### config.mk
export PLATFORM = sky130hd
export DESIGN_NAME = bp_update_sched
export DESIGN_NICKNAME = d
export VERILOG_FILES = /design/src/rtl/bp_pkg.sv /design/src/rtl/bp_upd_fifo.sv /design/src/rtl/bp_update_sched.sv
export SDC_FILE = /design/constraint.sdc
export NUM_CORES = 1
export LEC_CHECK = 0
export CORE_MARGIN = 2
export CORE_UTILIZATION = 30
export DETAILED_ROUTE_END_ITERATION = 12
export DONT_BUFFER_PORTS = 1
export GPL_TIMING_DRIVEN = 0
export SYNTH_ARGS = -nofsm -noshare
export SYNTH_HDL_FRONTEND = slang
export SYNTH_SLANG_ARGS = --single-unit
### constraint.sdc
create_clock -name clk_i -period 5.7 [get_ports clk_i]
set_input_delay 0.57 -clock clk_i [delete_from_list [all_inputs] [get_ports clk_i]]
set_output_delay 0.57 -clock clk_i [all_outputs]
set_load 0.03 [all_outputs]
### src/rtl/bp_pkg.sv
// rtl/bp_pkg.sv - shared types and defaults for the perceptron predictor
// Entry widths follow the package defaults; the table uses the same Theta.
package bp_pkg;

  localparam int PTableSizeDef = 1024;
  localparam int GHRLenDef     = 12;
  localparam int YoutWidthDef  = 16;
  localparam int ThetaDef      = 30;

  typedef enum logic [1:0] {
    IDLE  = 2'd0,
    READ  = 2'd1,
    EVAL  = 2'd2,
    WRITE = 2'd3
  } sched_state_e;

  typedef struct packed {
    logic [$clog2(PTableSizeDef)-1:0] index;
    logic                             taken;
    logic [GHRLenDef-1:0]             ghr;
  } upd_entry_t;

endpackage

### src/rtl/bp_upd_fifo.sv
// rtl/bp_upd_fifo.sv - synchronous FIFO for queued predictor updates
// A push into a full FIFO is accepted only when a pop frees a slot that cycle.
module bp_upd_fifo #(
  parameter int Width = 8,
  parameter int Depth = 4
) (
  input  logic             clk_i,
  input  logic             rst_i,
  input  logic             push_i,
  input  logic             pop_i,
  input  logic [Width-1:0] data_i,
  output logic             full_o,
  output logic             empty_o,
  output logic [Width-1:0] head_o
);

  localparam int PtrW = $clog2(Depth);

  logic [Width-1:0] mem_q [Depth];
  logic [Width-1:0] mem_d [Depth];
  logic [PtrW:0]    wr_ptr_q, wr_ptr_d;
  logic [PtrW:0]    rd_ptr_q, rd_ptr_d;
  logic             do_push, do_pop;

  assign empty_o = (wr_ptr_q == rd_ptr_q);
  assign full_o  = (wr_ptr_q[PtrW] != rd_ptr_q[PtrW]) &&
                   (wr_ptr_q[PtrW-1:0] == rd_ptr_q[PtrW-1:0]);
  assign head_o  = mem_q[rd_ptr_q[PtrW-1:0]];
  assign do_pop  = pop_i & ~empty_o;
  assign do_push = push_i & (~full_o | do_pop);

  always_comb begin
    mem_d    = mem_q;
    wr_ptr_d = wr_ptr_q;
    rd_ptr_d = rd_ptr_q;
    if (do_push) begin
      mem_d[wr_ptr_q[PtrW-1:0]] = data_i;
      wr_ptr_d = wr_ptr_q + 1'b1;
    end
    if (do_pop) begin
      rd_ptr_d = rd_ptr_q + 1'b1;
    end
  end

  always_ff @(posedge clk_i) begin
    if (rst_i) begin
      wr_ptr_q <= '0;
      rd_ptr_q <= '0;
    end else begin
      wr_ptr_q <= wr_ptr_d;
      rd_ptr_q <= rd_ptr_d;
    end
  end

  always_ff @(posedge clk_i) begin
    mem_q <= mem_d;
  end

endmodule

### src/rtl/bp_update_sched.sv
// rtl/bp_update_sched.sv - perceptron-table update scheduler and port arbiter
// BP_SCHED_STATS_EN builds the drop/train statistics counters.
module bp_update_sched
  import bp_pkg::*;
#(
  parameter int PTableSize  = PTableSizeDef,
  parameter int GHRLen      = GHRLenDef,
  parameter int YoutWidth   = YoutWidthDef,
  parameter int Theta       = ThetaDef,
  parameter int QueueDepth  = 4,
  parameter int StarveLimit = 8
) (
  input  logic                          clk_i,
  input  logic                          rst_i,
  input  logic                          ex_br_valid_i,
  input  logic [31:0]                   ex_br_instr_addr_i,
  input  logic                          ex_br_taken_i,
  input  logic                          lookup_req_i,
  input  logic [$clog2(PTableSize)-1:0] lookup_index_i,
  output logic                          lookup_gnt_o,
  output logic [GHRLen-1:0]             ghr_o,
  output logic                          tbl_req_o,
  output logic                          tbl_we_o,
  output logic [$clog2(PTableSize)-1:0] tbl_index_o,
  output logic [GHRLen-1:0]             tbl_ghr_o,
  output logic                          tbl_taken_o,
  input  logic signed [YoutWidth-1:0]   tbl_yout_i,
  output logic [15:0]                   drop_cnt_o,
  output logic [15:0]                   train_cnt_o
);

  localparam int IdxW  = $clog2(PTableSize);
  localparam int WaitW = $clog2(StarveLimit + 1);

  sched_state_e     state_q, state_d;
  logic [GHRLen-1:0] ghr_q, ghr_d;
  logic [WaitW-1:0] wait_q, wait_d;
  upd_entry_t       push_entry, head_entry;
  logic             fifo_full, fifo_empty, pop;
  logic             port_busy, force_port, sched_issue, train;
  logic [YoutWidth-1:0] yout_abs;
  logic             unused_addr;

  assign unused_addr = ^{ex_br_instr_addr_i[31:IdxW+2], ex_br_instr_addr_i[1:0]};

  assign push_entry.index = ex_br_instr_addr_i[IdxW+1:2];
  assign push_entry.taken = ex_br_taken_i;
  assign push_entry.ghr   = ghr_q;

  bp_upd_fifo #(
    .Width ($bits(upd_entry_t)),
    .Depth (QueueDepth)
  ) u_fifo (
    .clk_i   (clk_i),
    .rst_i   (rst_i),
    .push_i  (ex_br_valid_i),
    .pop_i   (pop),
    .data_i  (push_entry),
    .full_o  (fifo_full),
    .empty_o (fifo_empty),
    .head_o  (head_entry)
  );

  assign ghr_o = ghr_q;

  always_comb begin
    ghr_d = ghr_q;
    if (ex_br_valid_i) begin
      ghr_d = {ghr_q[GHRLen-2:0], ex_br_taken_i};
    end
  end

  // The most negative sum has no positive twin, so its magnitude clamps.
  always_comb begin
    if (tbl_yout_i == {1'b1, {(YoutWidth-1){1'b0}}}) begin
      yout_abs = {1'b0, {(YoutWidth-1){1'b1}}};
    end else if (tbl_yout_i[YoutWidth-1]) begin
      yout_abs = -tbl_yout_i;
    end else begin
      yout_abs = tbl_yout_i;
    end
    train = (tbl_yout_i[YoutWidth-1] == head_entry.taken) ||
            (yout_abs < YoutWidth'(Theta));
  end

  // Nothing from the scheduler reaches the port in a reset cycle.
  always_comb begin
    port_busy    = (state_q == READ) || (state_q == WRITE);
    force_port   = port_busy && (wait_q == WaitW'(StarveLimit)) && !rst_i;
    lookup_gnt_o = lookup_req_i & ~force_port;
    sched_issue  = port_busy && !lookup_gnt_o && !rst_i;

    tbl_req_o   = 1'b0;
    tbl_we_o    = 1'b0;
    tbl_index_o = '0;
    tbl_ghr_o   = '0;
    tbl_taken_o = 1'b0;
    if (lookup_gnt_o) begin
      tbl_req_o   = 1'b1;
      tbl_index_o = lookup_index_i;
      tbl_ghr_o   = ghr_q;
    end else if (sched_issue) begin
      tbl_req_o   = 1'b1;
      tbl_we_o    = (state_q == WRITE);
      tbl_index_o = head_entry.index;
      tbl_ghr_o   = head_entry.ghr;
      tbl_taken_o = (state_q == WRITE) & head_entry.taken;
    end
  end

  always_comb begin
    state_d = state_q;
    wait_d  = wait_q;
    pop     = 1'b0;
    case (state_q)
      IDLE: begin
        if (!fifo_empty) state_d = READ;
      end
      READ: begin
        if (sched_issue) begin
          state_d = EVAL;
          wait_d  = '0;
        end else begin
          wait_d = wait_q + 1'b1;
        end
      end
      EVAL: begin
        if (train) begin
          state_d = WRITE;
        end else begin
          pop     = 1'b1;
          state_d = IDLE;
        end
      end
      WRITE: begin
        if (sched_issue) begin
          pop     = 1'b1;
          state_d = IDLE;
          wait_d  = '0;
        end else begin
          wait_d = wait_q + 1'b1;
        end
      end
      default: state_d = IDLE;
    endcase
  end

  always_ff @(posedge clk_i) begin
    if (rst_i) begin
      state_q <= IDLE;
      ghr_q   <= '0;
      wait_q  <= '0;
    end else begin
      state_q <= state_d;
      ghr_q   <= ghr_d;
      wait_q  <= wait_d;
    end
  end

`ifdef BP_SCHED_STATS_EN
  logic [15:0] drop_cnt_q, drop_cnt_d;
  logic [15:0] train_cnt_q, train_cnt_d;
  logic        drop, train_done;

  assign drop       = ex_br_valid_i & fifo_full & ~pop;
  assign train_done = pop & (state_q == WRITE);

  always_comb begin
    drop_cnt_d  = drop_cnt_q;
    train_cnt_d = train_cnt_q;
    if (drop && drop_cnt_q != 16'hFFFF) drop_cnt_d = drop_cnt_q + 16'd1;
    if (train_done && train_cnt_q != 16'hFFFF) train_cnt_d = train_cnt_q + 16'd1;
  end

  always_ff @(posedge clk_i) begin
    if (rst_i) begin
      drop_cnt_q  <= '0;
      train_cnt_q <= '0;
    end else begin
      drop_cnt_q  <= drop_cnt_d;
      train_cnt_q <= train_cnt_d;
    end
  end

  assign drop_cnt_o  = drop_cnt_q;
  assign train_cnt_o = train_cnt_q;
`else
  assign drop_cnt_o  = '0;
  assign train_cnt_o = '0;
`endif

endmodule

Word-level counts from Yosys, hierarchy flattened --
Cells that the tools add are included.
Word-level totals: input bits 63, logic and storage cells 78, register bits after elaboration 116, output and inout port bits 70
Operators by class: reduce and logical (&&, ||, !) cells 13, bitwise gates (word level) 10, $add $sub $neg 4, multiplexer cells 26, magnitude comparators 4, equality and inequality tests 12
Operator list (count):
- $bwmux 92 | 1
- $mux 23 | 3
- $bmux 23 s2 | 1
- $demux 23 s2 | 1
- $mux 16 | 2
- $mux 12 | 2
- $mux 10 | 2
- $eq 16x16->1 const B | 1
- $lt 16x5->1 const B | 1
- $neg 16->16 | 1
- $mux 2 | 4
- $pmux 2 s4 | 1
- $mux 1 | 7
- $add 3x1->3 const B | 2
- $ge 3x3->1 const B | 2
- $logic_and 1x1->1 | 6
- $ne 2x2->1 const B | 3
- $not 2->3 | 2
- $add 4x1->4 const B | 1
- $and 1x1->1 | 4
- $eq 2x2->1 const B | 2
- $eq 4x4->1 const B | 1
- $mux 4 | 1
- $eq 3x3->1 | 1
- other kinds (13) | 17

Logic depth before layout (Yosys ltp) --
depth in word-level cells 14, mapped depth 11

By module --
A second synthesis with hierarchy kept.
Unflattened totals: cells, all modules 388, area, all modules 5567.8 um^2
By module, submodules not included:
- bp_upd_fifo | instances 1, cells an instance 173, area an instance 3834.9 um^2
- bp_update_sched | instances 1, cells an instance 215, area an instance 1732.9 um^2

Least setup slack after synthesis --
No wires, ideal clock.
path kind input to register, start point input port tbl_yout_i[0], end point register u_fifo.mem_q[23] (netlist name), enable pin, library setup time 0.403 ns, stages on the path 10, data arrival time 3.370 ns, slack 1.927 ns, data required time 5.297 ns, cell sequence inv_1 -> ha_1 -> or4b_4 -> buf_6 -> nor3_2 -> mux2_1 -> a32oi_1 -> or4_4 -> o211ai_4 -> nor2_1
On the way: cells in the longest elaborated chain, start to end 10
Ends and longest elaborated chain:
- start, declared | RTL line bp_update_sched.sv:27 | input logic signed [YoutWidth-1:0] tbl_yout_i,
- $neg 16->16 | RTL line bp_update_sched.sv:78 | yout_abs = -tbl_yout_i;
- $mux 16 | RTL line bp_update_sched.sv:77 | end else if (tbl_yout_i[YoutWidth-1]) begin
- $mux 16 * | RTL line bp_update_sched.sv:75 | if (tbl_yout_i == {1'b1, {(YoutWidth-1){1'b0}}}) begin
- $lt 16x5->1 * | RTL line bp_update_sched.sv:83 | (yout_abs < YoutWidth'(Theta));
- $logic_or 1x1->1 * | RTL line bp_update_sched.sv:82 | train = (tbl_yout_i[YoutWidth-1] == head_entry.taken) ||
- $mux 1 * | RTL line bp_update_sched.sv:128 | if (train) begin
- $pmux 1 s2 * | RTL line bp_update_sched.sv:115 | case (state_q)
- $and 1x1->1 * | RTL line bp_upd_fifo.sv:29 | assign do_pop = pop_i & ~empty_o;
- $or 1x1->1 * | RTL line bp_upd_fifo.sv:30 | assign do_push = push_i & (~full_o | do_pop);
- $and 1x1->1 * | RTL line bp_upd_fifo.sv:30
- end signal, assigned | RTL line bp_upd_fifo.sv:56 | mem_q <= mem_d;
- end, declared | RTL line bp_upd_fifo.sv:19 | logic [Width-1:0] mem_q [Depth];
Every way passes the cells marked *; elsewhere a longest branch is shown, timed or not. A chain may end at the register's enable or synchronous reset.

Worst setup path after layout --
start point input port rst_i, end point output port tbl_we_o
On the way: cells in the longest elaborated chain, start to end 9
Ends and longest elaborated chain:
- start, declared | RTL line bp_update_sched.sv:14 | input logic rst_i,
- $logic_not 1->1 * | RTL line bp_update_sched.sv:89, bp_update_sched.sv:91
- $logic_and 1x1->1 | RTL line bp_update_sched.sv:89 | force_port = port_busy && (wait_q == WaitW'(StarveLimit)) && !rst_i;
- $not 1->1 | RTL line bp_update_sched.sv:90 | lookup_gnt_o = lookup_req_i & ~force_port;
- $and 1x1->1 | RTL line bp_update_sched.sv:90
- $logic_not 1->1 | RTL line bp_update_sched.sv:91 | sched_issue = port_busy && !lookup_gnt_o && !rst_i;
- $logic_and 1x1->1 (2 in series) | RTL line bp_update_sched.sv:91
- $mux 1 | RTL line bp_update_sched.sv:102 | end else if (sched_issue) begin
- $mux 1 * | RTL line bp_update_sched.sv:98 | if (lookup_gnt_o) begin
- end, declared | RTL line bp_update_sched.sv:23 | output logic tbl_we_o,
Marks and branches as above.

==> impl_results.md <==
* Design area at 6416 um2
* # IOs at 133
* CTS sink count at 116
* Most common cell in the netlist: edfxtp_1
* Antenna violations before repair at 0
* # rows at 49
* R2R Path End: u_fifo.mem_q[45]
* DR WL/cell at 17.80 um
* Fill count at 1723
* Headroom to the max-slew limit at 34.31%
* Post-synth top area share at 51.15%
* Crit end category: output port
* Overall die height at 138.2 um
* Status: finished, final reports clean
* Warnings, synthesis at 0
* Final wirelength at 12050 um
* DR vias/cell at 4.829
* Peak supply drop at 0.2085 mV
* Storage cell area at 3243 um2
* Main flop type after synthesis: edfxtp_1
* DRC at 0
* Final total power at 2185 uW
* Drt pass-1 iters at 5
* Setup-failing EPs final at 0
* ANT cells at 0
* Yosys top cell by area: edfxtp_1
* WP data required at 5.13 ns
* Crit path time final at 3.700 ns
* H-tree Lvls at 4
* Min setup slack post-route at 2.000 ns
* Max Cap Viol at 0
* Reg2reg start: wait_q[0]
* Gate Count Post-Synth at 385
* Die width at 138.2 um
* Final-report hold violation count at 0
* Clk_skew at 0.02050 ns
* Final nets at 506
* Critical path fanouts, max at 10
* Clock Pin Slew Worst Setup and Hold Paths at 0.06 ns
* WHS Endpoint: u_fifo.mem_q[14]
* FF-to-FF path depth at 10
* Vias in the first global route at 3306
* Critical Path Source Type: input port
* First-pass GRT wire length at 18690 um
* Postcts setup bufs at 0
* Leakage at 0.002287 uW
* DRT iter0 DRCs at 204
* RD Place Congestion at 0.7914
* Post-DRT Antenna Nets at 0
* DP Area at 5834 um2
* Ranking of synthesized cells by area: edfxtp_1 (51%), mux4_2 (9.6%), dfxtp_1 (8.9%)
* Share of layout cells above drive strength 1 at 23.44%
* Sum Neg Setup Slack at 0 ns
* Max-slew violations at 0
* Clk root buf: clkbuf_16
* Initial Util at 30.28%
* Multi-input logic area at 1922 um2
* F_max at 0.2703 GHz
* Area growth, synth to finish at 18.79%
* RSZ-0062 raised after global routing: false
* Mapped Area at 5401 um2
* Post-synth cell types at 53
* Power Dens Cells at 340.5 nW/um2
* Worst-Skew Late Latency at 0.41 ns
* Synth Register Bits at 116
* Port buffer count at 0
* Total Die Area at 19090 um2
* Critical path class: in -> out
* Core area at 17840 um2
* CP peak stage delay at 0.58 ns
* Total GRT Usage at 12.88%
* Vias at 3269
* CTS max path bufs at 2
* Worst-margin pin slew at 0.9854 ns
* Largest net degree at the start of global routing at 24
* CP Cell Sequence: clkbuf_1 > nand2b_1 > o31a_1 > clkbuf_1 > nor2_1 > clkbuf_1 > and2_1
* Grt ovf at 0
* Post-synth ARST share at 0%
* Post-synthesis average cell area at 14.03 um2
* CP max-delay cell: nor2_1
* Hold_buf cts at 0
* Dpl ws at 1.848 ns
* CTS tree: done
* Register area share after synthesis at 60.04%
* Post-synth top cells: edfxtp_1 (92), nor2_1 (35), buf_4 (33)
* Detail Placement HPWL at 7994 um
* Cell mode on critical path: clkbuf_1
* Tcrit/Tclk final at 64.91%
* Num CTS Buffers at 17
* Min-delay src: ex_br_instr_addr_i[3]
* Worst hold stages at 0
* Flop-to-flop setup slack at 2.30 ns
* Post_cts resized at 0
* Worst hold path class: in -> reg
* Number of synthesized flops with an enable pin at 92
* Core Util, Final at 35.96%
* CP Data Arrival Time at 3.13 ns
## power by group
part	total (uW)	switching, uW	leakage, uW	internal [uW]
Clock	1020	376	0.000275	644
Sequential	964	14.2	0.00105	950
Combinational	201	131	0.000958	69.4
## layout by cell type (no fill, tap or decap), drive strengths merged, types with 4 or more instances in the layout
| cell | instances |
|---|---|
| edfxtp | 92 |
| buf | 39 |
| nor2 | 35 |
| conb | 32 |
| clkbuf | 30 |
| dfxtp | 24 |
| mux4 | 23 |
| a22o | 22 |
| inv | 16 |
| mux2i | 14 |
| nand2 | 11 |
| a21oi | 11 |
| ha | 8 |
| nand2b | 7 |
| clkinv | 7 |
| o21ai | 6 |
| xnor2 | 5 |
| nor3 | 5 |
| or3 | 5 |
| a31oi | 4 |
| nand3 | 4 |
## state kept, by name, summed over array words and instances (netlist names)
name / cells
u_fifo.mem_q: 92
ghr_o: 12
wait_q: 4
u_fifo.rd_ptr_q: 3
u_fifo.wr_ptr_q: 3
state_q: 2
## per-stage QoR
stage / instances / hold WS, ns
2_1_floorplan: 416 / 0.4704
4_1_cts: 677 / 0.2421
3_5_place_dp: 645 / 0.5021
3_3_place_gp: 645 / 0.4800
5_1_grt: 677 / 0.2332
6_report: 677 / 0.2565
## worst max-delay path, delay by kind of cell
kind / cells / cell delay, ns
buffers and inverters: 3 / 0.99
AO/OA/AOI/OAI: 1 / 0.30
AND/OR/NAND/NOR: 3 / 1.26
## how the worst max path moves through the flow
stage | from | end
after floorplan | tbl_yout_i[0] | u_fifo.mem_q[23]
final | rst_i | tbl_we_o
after detailed placement | rst_i | u_fifo.mem_q[52]
after global routing | rst_i | tbl_we_o
after CTS | rst_i | tbl_we_o
after global placement | rst_i | u_fifo.mem_q[19]
## logic make-up after synthesis
kind of cell,Yosys count,share of synthesized area (%)
other,1,0.06943
adders and majority gates,8,1.853
and+or+nand+nor,87,8.409
AOI/OAI and AO/OA,62,8.802
buffers and inverters,65,7.088
DFF,116,60.04
xor gates and xnor gates,7,1.135
muxes,39,12.60
## cell type report
type                            count  share of cell area [%]
Clock inverter                     15                   2.438
Buffer                             52                   5.207
Sequential cell                   116                   50.55
Multi-Input combinational cell    235                   29.95
Inverter                           13                  0.7605
Clock buffer                       17                   6.630
Tap cell                          229                   4.466
## per-layer routing
layer  vias up  share of wire (%)  global-route usage [%]
met3         4                8.2                   5.196
met4         0               0.72                   3.759
met2       145                 49                   21.21
met1      1611                 42                   15.66
li1       1509                  -                       -
met5         -                  0                       0
Note: power is estimated with default switching activity, not from simulation.
